--- config.mk ---
export PLATFORM = sky130hd
export DESIGN_NAME = ipm2l_fifo_burst_rd_sched_flat
export DESIGN_NICKNAME = d
export VERILOG_FILES = /design/src/rtl/ipm2l_fifo_burst_rd_sched_if.sv /design/src/rtl/ipm2l_fifo_burst_rd_sched.sv /design/src/flat_wrapper.sv
export SDC_FILE = /design/constraint.sdc
export NUM_CORES = 1
export LEC_CHECK = 0
export CAP_MARGIN = 25
export CELL_PAD_IN_SITES_DETAIL_PLACEMENT = 1
export CELL_PAD_IN_SITES_GLOBAL_PLACEMENT = 1
export CORE_UTILIZATION = 41
export CTS_CLUSTER_SIZE = 20
export DETAILED_ROUTE_END_ITERATION = 12
export GPL_TIMING_DRIVEN = 1
export PLACE_DENSITY_LB_ADDON = 0.08
export SYNTH_ARGS = -nofsm -noshare
export SYNTH_HDL_FRONTEND = slang
export SYNTH_SLANG_ARGS = --single-unit
--- constraint.sdc ---
create_clock -name clk -period 5.5 [get_ports clk]
set_input_delay 1.65 -clock clk [delete_from_list [all_inputs] [get_ports clk]]
set_output_delay 1.65 -clock clk [all_outputs]
set_load 0.05 [all_outputs]
--- src/rtl/ipm2l_fifo_burst_rd_sched_if.sv ---
// ---------------------------------------------------------------------------
// ipm2l_fifo_burst_rd_sched_if
//   Bundles the FIFO read-side signals and the outgoing valid/ready stream of
//   the burst read scheduler.
//
//   master : the scheduler (drives fifo_r_en, m_valid, m_data, m_last, busy)
//   slave  : the environment (FIFO controller/RAM, stream sink, control)
//
//   enable              control -> sched  allow new bursts to start
//   fifo_r_en           sched -> FIFO     read enable
//   fifo_rempty         FIFO -> sched     empty flag, valid for current cycle
//   fifo_rd_water_level FIFO -> sched     read-side occupancy
//   fifo_rdata          RAM -> sched      read data, 1 cycle after fifo_r_en
//   m_valid/m_ready     stream handshake
//   m_data/m_last       stream payload and end-of-burst marker
//   busy                scheduler FSM not idle
// ---------------------------------------------------------------------------
interface ipm2l_fifo_burst_rd_sched_if #(
    parameter int DATA_WIDTH  = 32,
    parameter int LEVEL_WIDTH = 10
);
    logic                   enable;
    logic                   fifo_r_en;
    logic                   fifo_rempty;
    logic [LEVEL_WIDTH-1:0] fifo_rd_water_level;
    logic [DATA_WIDTH-1:0]  fifo_rdata;
    logic                   m_valid;
    logic                   m_ready;
    logic [DATA_WIDTH-1:0]  m_data;
    logic                   m_last;
    logic                   busy;

    modport master (
        input  enable,
        input  fifo_rempty,
        input  fifo_rd_water_level,
        input  fifo_rdata,
        input  m_ready,
        output fifo_r_en,
        output m_valid,
        output m_data,
        output m_last,
        output busy
    );

    modport slave (
        output enable,
        output fifo_rempty,
        output fifo_rd_water_level,
        output fifo_rdata,
        output m_ready,
        input  fifo_r_en,
        input  m_valid,
        input  m_data,
        input  m_last,
        input  busy
    );
endinterface

--- src/rtl/ipm2l_fifo_burst_rd_sched.sv ---
// ---------------------------------------------------------------------------
// ipm2l_fifo_burst_rd_sched
//   Drains a synchronous FIFO in fixed bursts of BURST_LEN words. Words that
//   linger below burst size for FLUSH_TIMEOUT idle cycles are sent as a
//   shorter flush burst. The 1-cycle-latency RAM read is turned into a
//   valid/ready stream through a 2-entry skid buffer, with m_last tagging the
//   final word of each burst.
//
//   clk   : single clock for FIFO read side and stream
//   rst_n : asynchronous reset, active low
//   bus   : ipm2l_fifo_burst_rd_sched_if.master (FIFO read side, stream,
//           enable and busy)
// ---------------------------------------------------------------------------
module ipm2l_fifo_burst_rd_sched #(
    parameter int DATA_WIDTH    = 32,
    parameter int LEVEL_WIDTH   = 10,
    parameter int BURST_LEN     = 16,
    parameter int FLUSH_TIMEOUT = 255
) (
    input  logic                          clk,
    input  logic                          rst_n,
    ipm2l_fifo_burst_rd_sched_if.master   bus
);
    localparam int ICW = $clog2(BURST_LEN + 1);
    localparam int TW  = $clog2(FLUSH_TIMEOUT + 1);

    localparam logic [1:0] S_IDLE  = 2'd0;
    localparam logic [1:0] S_BURST = 2'd1;
    localparam logic [1:0] S_DRAIN = 2'd2;

    logic [1:0]            state_q, state_d;
    logic [ICW-1:0]        issue_cnt_q, issue_cnt_d;
    logic [TW-1:0]         idle_tmr_q, idle_tmr_d;
    logic                  inflight_q;
    logic                  inflight_last_q;
    logic [1:0]            buf_cnt_q, buf_cnt_d;
    logic [DATA_WIDTH-1:0] buf_data_q [2];
    logic [DATA_WIDTH-1:0] buf_data_d [2];
    logic [1:0]            buf_last_q, buf_last_d;

    logic [LEVEL_WIDTH-1:0] level;
    logic                   lvl_full;
    logic                   lvl_nz;
    logic                   tmr_expired;
    logic                   start_full;
    logic                   start_flush;
    logic                   m_valid;
    logic                   pop;
    logic [2:0]             occ_after;
    logic                   credit_ok;
    logic                   r_en;
    logic                   wr_idx;

    assign level       = bus.fifo_rd_water_level;
    assign lvl_full    = level >= LEVEL_WIDTH'(BURST_LEN);
    assign lvl_nz      = level != '0;
    assign tmr_expired = idle_tmr_q == TW'(FLUSH_TIMEOUT);
    assign start_full  = (state_q == S_IDLE) && bus.enable && lvl_full;
    assign start_flush = (state_q == S_IDLE) && bus.enable && lvl_nz && tmr_expired;

    assign m_valid = buf_cnt_q != 2'd0;
    assign pop     = m_valid && bus.m_ready;

    // Occupancy once this cycle's landing word and pop are accounted for.
    // A word leaving the buffer returns its credit in the same cycle, which
    // keeps the read pipeline at one word per cycle when the sink is ready;
    // a completely full buffer never issues, so buf_cnt + inflight stays <= 2.
    assign occ_after = 3'(buf_cnt_q) + 3'(inflight_q) - 3'(pop);
    assign credit_ok = (buf_cnt_q != 2'd2) && (occ_after < 3'd2);

    assign r_en = (state_q == S_BURST) && (issue_cnt_q != '0)
                  && !bus.fifo_rempty && credit_ok;

    // ------------------------------------------------------------------
    // Burst FSM and idle timer
    // ------------------------------------------------------------------
    always_comb begin
        state_d     = state_q;
        issue_cnt_d = issue_cnt_q;
        idle_tmr_d  = '0;
        case (state_q)
            S_IDLE: begin
                if (start_full) begin
                    state_d     = S_BURST;
                    issue_cnt_d = ICW'(BURST_LEN);
                end else if (start_flush) begin
                    // Full-burst case already failed, so level < BURST_LEN
                    // and fits the issue counter.
                    state_d     = S_BURST;
                    issue_cnt_d = ICW'(level);
                end else if (bus.enable && lvl_nz && !lvl_full) begin
                    idle_tmr_d = tmr_expired ? idle_tmr_q : idle_tmr_q + 1'b1;
                end
            end
            S_BURST: begin
                if (issue_cnt_q == '0) begin
                    state_d = S_DRAIN;
                end else if (r_en) begin
                    issue_cnt_d = issue_cnt_q - 1'b1;
                    if (issue_cnt_q == ICW'(1)) begin
                        state_d = S_DRAIN;
                    end
                end
            end
            S_DRAIN: begin
                if ((buf_cnt_q == 2'd0) && !inflight_q) begin
                    state_d = S_IDLE;
                end
            end
            default: state_d = S_IDLE;
        endcase
    end

    // ------------------------------------------------------------------
    // Skid buffer: entry 0 is the head; a pop shifts entry 1 down and the
    // landing word goes to the first free slot after that shift.
    // ------------------------------------------------------------------
    always_comb begin
        buf_data_d = buf_data_q;
        buf_last_d = buf_last_q;
        if (pop) begin
            buf_data_d[0] = buf_data_q[1];
            buf_last_d[0] = buf_last_q[1];
        end
        wr_idx = (buf_cnt_q == 2'd2) || ((buf_cnt_q == 2'd1) && !pop);
        if (inflight_q) begin
            buf_data_d[wr_idx] = bus.fifo_rdata;
            buf_last_d[wr_idx] = inflight_last_q;
        end
        buf_cnt_d = 2'(buf_cnt_q + 2'(inflight_q) - 2'(pop));
    end

    always_ff @(posedge clk or negedge rst_n) begin
        if (!rst_n) begin
            state_q         <= S_IDLE;
            issue_cnt_q     <= '0;
            idle_tmr_q      <= '0;
            inflight_q      <= 1'b0;
            inflight_last_q <= 1'b0;
            buf_cnt_q       <= 2'd0;
            buf_last_q      <= 2'b00;
        end else begin
            state_q         <= state_d;
            issue_cnt_q     <= issue_cnt_d;
            idle_tmr_q      <= idle_tmr_d;
            inflight_q      <= r_en;
            inflight_last_q <= r_en && (issue_cnt_q == ICW'(1));
            buf_cnt_q       <= buf_cnt_d;
            buf_last_q      <= buf_last_d;
        end
    end

    for (genvar gi = 0; gi < 2; gi++) begin : g_buf
        always_ff @(posedge clk or negedge rst_n) begin
            if (!rst_n) begin
                buf_data_q[gi] <= '0;
            end else begin
                buf_data_q[gi] <= buf_data_d[gi];
            end
        end
    end

    assign bus.fifo_r_en = r_en;
    assign bus.m_valid   = m_valid;
    assign bus.m_data    = buf_data_q[0];
    assign bus.m_last    = buf_last_q[0] && m_valid;
    assign bus.busy      = state_q != S_IDLE;

endmodule
--- src/flat_wrapper.sv ---
// flat-port wrapper written by rule: the top's interface ports become plain ports
module ipm2l_fifo_burst_rd_sched_flat 
#(
    parameter int DATA_WIDTH    = 32,
    parameter int LEVEL_WIDTH   = 10,
    parameter int BURST_LEN     = 16,
    parameter int FLUSH_TIMEOUT = 255
)
  (clk, rst_n, bus_enable, bus_fifo_rempty, bus_fifo_rd_water_level, bus_fifo_rdata, bus_m_ready, bus_fifo_r_en, bus_m_valid, bus_m_data, bus_m_last, bus_busy);
  ipm2l_fifo_burst_rd_sched_if #(.DATA_WIDTH(DATA_WIDTH), .LEVEL_WIDTH(LEVEL_WIDTH)) bus_i ();
  input  logic clk;
  input  logic rst_n;
  input wire logic [$bits(bus_i.enable)-1:0] bus_enable;
  input wire logic [$bits(bus_i.fifo_rempty)-1:0] bus_fifo_rempty;
  input wire logic [$bits(bus_i.fifo_rd_water_level)-1:0] bus_fifo_rd_water_level;
  input wire logic [$bits(bus_i.fifo_rdata)-1:0] bus_fifo_rdata;
  input wire logic [$bits(bus_i.m_ready)-1:0] bus_m_ready;
  output wire logic [$bits(bus_i.fifo_r_en)-1:0] bus_fifo_r_en;
  output wire logic [$bits(bus_i.m_valid)-1:0] bus_m_valid;
  output wire logic [$bits(bus_i.m_data)-1:0] bus_m_data;
  output wire logic [$bits(bus_i.m_last)-1:0] bus_m_last;
  output wire logic [$bits(bus_i.busy)-1:0] bus_busy;
  assign bus_i.enable = bus_enable;
  assign bus_i.fifo_rempty = bus_fifo_rempty;
  assign bus_i.fifo_rd_water_level = bus_fifo_rd_water_level;
  assign bus_i.fifo_rdata = bus_fifo_rdata;
  assign bus_i.m_ready = bus_m_ready;
  assign bus_fifo_r_en = bus_i.fifo_r_en;
  assign bus_m_valid = bus_i.m_valid;
  assign bus_m_data = bus_i.m_data;
  assign bus_m_last = bus_i.m_last;
  assign bus_busy = bus_i.busy;
  ipm2l_fifo_burst_rd_sched #(.DATA_WIDTH(DATA_WIDTH), .LEVEL_WIDTH(LEVEL_WIDTH), .BURST_LEN(BURST_LEN), .FLUSH_TIMEOUT(FLUSH_TIMEOUT)) u_core (.clk(clk), .rst_n(rst_n), .bus(bus_i));
endmodule
[Word-level counts from Yosys, hierarchy flattened]
Index checks and enable logic that the tools add are counted.
Word-level totals
  register bits: 85
  bits of input ports: 47
  logic and storage cells: 96
Cells by class
  add/sub/neg operators: 6
  magnitude comparators: 6
  equal/unequal tests: 14
  multiplexer cells: 27
  bitwise logic cells: 1
  reductions and logical operators: 32
Operator list (number)
  $bwmux 64: 1
  $mux 32: 2
  $mux 64: 1
  $mux 8: 5
  $demux 32 s1: 1
  $mux 5: 4
  $logic_and 1x1->1: 17
  $mux 2: 6
  $ge 10x5->1 const B: 1
  $pmux 5 s2: 1
  $reduce_bool 10->1: 1
  $add 8x1->8 const B: 1
  $eq 8x8->1 const B: 1
  $reduce_and 4->1: 2
  $pmux 2 s3: 1
  $reduce_bool 2->1: 3
  $eq 5x1->1 const B: 1
  $logic_not 5->1: 1
  $ne 5x5->1 const B: 1
  $reduce_bool 5->1: 1
  $sub 5x1->5 const B: 1
  $eq 2x1->1 const B: 2
  $eq 2x2->1 const B: 2
  $logic_not 1->1: 4
  other kinds (20): 25

[Logic depth before layout (Yosys ltp)]
  depth in word-level cells: 12
  depth in mapped cells: 14
  mapped depth without buffers: 12

[Least setup slack after synthesis]
Ideal clock, no wire load.
  path type: input port to output port
  start point: input bus_m_ready
  end point: output bus_fifo_r_en
  arrival time: 3.982 ns
  path slack: -0.132 ns
  stages: 10
  path buffers: 1
  path through: nand2_4 -> buf_4 -> inv_1 -> ha_1 -> inv_1 -> ha_1 -> inv_1 -> fa_1 -> or2_4 -> a2111oi_4
Between the ends
  cells in the longest elaborated chain, start to end: 5
Ends and longest elaborated chain
  start: declaration: line flat_wrapper.sv:17  | input wire logic [$bits(bus_i.m_ready)-1:0] bus_m_ready;
  $logic_and 1x1->1: line ipm2l_fifo_burst_rd_sched.sv:62  | assign pop = m_valid && bus.m_ready;
  $sub 3x1->3: line ipm2l_fifo_burst_rd_sched.sv:68  | assign occ_after = 3'(buf_cnt_q) + 3'(inflight_q) - 3'(pop);
  $lt 3x2->1: line ipm2l_fifo_burst_rd_sched.sv:69  | assign credit_ok = (buf_cnt_q != 2'd2) && (occ_after < 3'd2);
  $logic_and 1x1->1: line ipm2l_fifo_burst_rd_sched.sv:69
  $logic_and 1x1->1: line ipm2l_fifo_burst_rd_sched.sv:72  | && !bus.fifo_rempty && credit_ok;
  end: declaration: line flat_wrapper.sv:18  | output wire logic [$bits(bus_i.fifo_r_en)-1:0] bus_fifo_r_en;
Every way passes these cells.

[Worst setup path in the final report]
Same ends and word-level chain as after synthesis.

==> results.toml <==
[global_route]
grt_pass1_wl_mm = 14.62
grt_max_degree = 53
initial_antenna_violation_count = 0
global_route.usage.met3 = 0.02932
gr-usage-all-layers = 0.1721
globalRoute.busiestLayer = "met2"
via_count_of_the_first_global_routing_pass = 2980
grt_overflow_total = 0
global_route.usage.met2 = 0.2956
grt_use_met1 = 0.2128

[pwr]
power_leakage_nw = 2.384
power_per_cell_area_nw_per_um2 = 618.0
max-vdd-ir-drop_uv = 241.5

[synth]
synthDominantCellAreaShare = 0.4932
yosys_register_bits = 85
yosys-mux-area-fraction = 0.2039
synth-xor-area-share = 0.01422
syn-instance-count = 363
synth.net_count = 417
ys_async_sr_fraction = 1.000
synth.largest_area_cell = "sky130_fd_sc_hd__dfrtp_1"
mappedNetlistArea_um2 = 4313
dominantRegCellSynth = "sky130_fd_sc_hd__dfrtp_1"
synth-adder-area-share = 0.02205
synth-warning-count = 0
yosys.area_share.simple = 0.1010
synth_edf_count = 0
synthDistinctLibCells = 46
synth_area_leaders = "sky130_fd_sc_hd__dfrtp_1 49%, sky130_fd_sc_hd__mux2_4 11%, sky130_fd_sc_hd__mux2i_1 8.1%, sky130_fd_sc_hd__buf_4 5.7%, sky130_fd_sc_hd__a21oi_1 3.9%"
ys_seq_area_frac = 0.4932
syn_area_per_cell_um2 = 11.88
synth_compound_area_frac = 0.07195
synth_top_family_by_area = "multiplexers"

[timing]
skew_ns = 0.007024
tightest_pin_transition_ns = 0.7913
unrepaired_setup_endpoints_after_global_routing = "no"
max_freq_ghz = 0.1917
setup_violations = 0
final.min_clock_period_ns = 5.216
max-slew-margin-rel = 0.4719
final_max_slew_viol_count = 0
finalHoldViolations = 0
period_share = 0.9484
setup_slack_ns = 0.2838

[layout]
layout.cell_area.non_filler_um2 = 5211
final_net_count = 469
layout.area.seq_um2 = 2127
layout-drive-gt1-share = 0.1718
layout.cells.non_filler = 555
area_delta_synth_final_pct = 20.83
leading_cell_type_in_the_layout_fill_and_taps_excluded = "sky130_fd_sc_hd__dfrtp_1"
layout_common_cells = "85 x sky130_fd_sc_hd__dfrtp_1, 79 x sky130_fd_sc_hd__clkdlybuf4s50_1, 45 x sky130_fd_sc_hd__nor2_1"
n_antenna_cell = 0
multi_input_area_um2 = 1799
number_of_fill_cells_in_the_layout = 1122

[routing]
drt-vias-per-instance = 5.016
post-route-drc-count = 0
first_iter_violations = 53
wire_length_after_detailed_routing_mm = 8.563
drt_pass1_iterations = 4
drtAntennaViolNets = 0
avgRoutedWirePerCell_um = 15.43
routed_via_count = 2784

[job]
cap_violations = 0

[floorplan]
rows = 37
die_y_um = 104.6
top_level_ports = 83
floorplan.die_area_um2 = 10930
floorplan.initialDensity = 0.4196
die_width_um = 104.6
placeableCoreArea_um2 = 10280

[min_path]
min_path_cells = 1
min_delay_worst_endpoint = "u_core.idle_tmr_q[0]$_DFFE_PN0P_"
hold_path.startpoint = "u_core.idle_tmr_q[0]$_DFFE_PN0P_"
hold_class = "register to register"

[placement]
dpl_cell_area_um2 = 5016
hpwlAfterDp_mm = 5.994
numPortBuffers = 82
placedCellCount = 540
preCtsSetupSlack_ns = -0.1630
global_placer_s_final_weighted_congestion = 0.6896

[critical_path]
reg2reg_depth = 13
worst_r2r_startpoint = "u_core.buf_cnt_q[1]$_DFF_PN0_"
critical_path_required_ns = 3.85
sort_of_element_at_the_start_of_the_critical_path = "primary input"
critical_path.max_stage_delay_ns = 0.36
cpMaxStageDelayCell = "sky130_fd_sc_hd__a2111oi_4"
critical_path.endpoint_type = "output port"
worst-setup-path-type = "primary input to output port"
cp_max_fo = 2
crit_chain = "clkbuf_2, nand2_8, inv_1, ha_1, inv_1, ha_1, inv_1, fa_2, or2_4, a2111oi_4, clkbuf_16"
reg2reg_setup_slack_ns = 2.32
regToRegEndpoint = "u_core.issue_cnt_q[2]$_DFFE_PN0P_"
critical_path_arrival_ns = 3.57
cpMostUsedCell = "sky130_fd_sc_hd__inv_1"

[clock_network]
tritoncts_clock_tree = "done"
clock_sink_count = 85
cts_buffers = 9
cts.clk_slew.worst_paths_ns = 0.08
post_cts_buffers = 0
cts.path.max_buffers = 2
cts_max_level = 3
cts-root-buf = "sky130_fd_sc_hd__clkbuf_8"
clkLatencyLatePin_ns = 0.35

[run_status]
status = "finished, final reports clean"
==> power by group <==
part	internal, mW	total (mW)	switching, mW	leakage (nW)
logic	0.749	1.68	0.936	1.27
registers	0.915	1.09	0.175	1.02
clock network	0.233	0.446	0.213	0.0968
==> final cells by class <==
cell class / count / area share
tap: 136 / 0.03265
timing repair buffer: 89 / 0.1690
multi-input combinational: 219 / 0.3453
inverter: 11 / 0.007923
sequential: 85 / 0.4082
clock buffer: 14 / 0.03121
clock inverter: 1 / 0.005762
==> per-layer routing <==
| metal | part of all wire | up-vias |
|---|---|---|
| met4 | 0.018 | 0 |
| met3 | 0.033 | 12 |
| met2 | 0.50 | 52 |
| met1 | 0.45 | 1407 |
| met5 | 0 | - |
| li1 | - | 1313 |
==> logic make-up after synthesis <==
logic type	Yosys count
AOI/OAI and AO/OA	50
and+or+nand+nor	84
buffers and inverters	59
DFF	85
xor gates and xnor gates	7
adders and majority gates	7
muxes	71
==> per-stage QoR <==
step	util	hold slack [ns]	setup TNS (ns)	total power [mW]
after floorplan	-	0.4547	0	2.496
after global placement	0.4881	0.4808	-0.09596	2.758
after CTS	0.5067	0.5110	0	3.266
final	0.5071	0.5016	0	3.220
after detailed placement	0.4881	0.4855	-0.1630	2.807
after global routing	0.5071	0.5314	0	3.424
==> timing repair <==
item,in CTS,in global routing
hold buffers,0,0
endpoints found under the setup margin,1,1
resized for setup,1,4
pin swaps,1,1
==> cell usage after synthesis, types with 2 or more instances <==
cell type / n
sky130_fd_sc_hd__buf_6: 7
sky130_fd_sc_hd__nand4_1: 2
sky130_fd_sc_hd__xnor2_1: 6
sky130_fd_sc_hd__or3b_1: 2
sky130_fd_sc_hd__o22ai_1: 4
sky130_fd_sc_hd__inv_1: 11
sky130_fd_sc_hd__nor3_1: 2
sky130_fd_sc_hd__ha_1: 6
sky130_fd_sc_hd__buf_2: 5
sky130_fd_sc_hd__a211oi_1: 2
sky130_fd_sc_hd__nor2_1: 45
sky130_fd_sc_hd__or4_1: 2
sky130_fd_sc_hd__or2_2: 2
sky130_fd_sc_hd__a21oi_1: 34
sky130_fd_sc_hd__nor2b_1: 2
sky130_fd_sc_hd__o21ai_0: 4
sky130_fd_sc_hd__nand3_1: 5
sky130_fd_sc_hd__buf_4: 33
sky130_fd_sc_hd__clkbuf_1: 3
sky130_fd_sc_hd__dfrtp_1: 85
sky130_fd_sc_hd__mux2_2: 3
sky130_fd_sc_hd__mux2_4: 33
sky130_fd_sc_hd__nand2_1: 6
sky130_fd_sc_hd__nand2b_1: 3
sky130_fd_sc_hd__mux2i_1: 35
==> worst max-delay path by stage <==
stage | from | end | slack (ns) | cells after the start
2_1_floorplan | bus_m_ready | bus_fifo_r_en | 0.01 | 10
3_3_place_gp | bus_m_ready | bus_fifo_r_en | -0.1 | 11
3_5_place_dp | bus_m_ready | bus_fifo_r_en | -0.16 | 11
4_1_cts | bus_m_ready | bus_fifo_r_en | 0.009 | 11
5_1_grt | bus_m_ready | bus_fifo_r_en | 0.14 | 11
6_report | bus_m_ready | bus_fifo_r_en | 0.28 | 11
==> registers in the layout (all words and copies together), names as in the netlist <==
| signal | flops |
|---|---|
| u_core.buf_data_q | 32 |
| u_core.state_q | 2 |
| u_core.buf_cnt_q | 2 |
| u_core.issue_cnt_q | 5 |
| u_core.inflight_last_q | 1 |
| u_core.idle_tmr_q | 8 |
| u_core.buf_last_q | 2 |
| u_core.bus.m_data | 32 |
| u_core.inflight_q | 1 |
==> worst max-delay path: cells and delay by family <==
| family | cells | cell delay (ns) |
|---|---|---|
| and+or+nand+nor | 2 | 0.31 |
| buffers and inverters | 5 | 0.52 |
| adders and majority gates | 3 | 0.72 |
| AOI/OAI and AO/OA | 1 | 0.36 |
No activity file was read; power rests on OpenSTA's default activity.
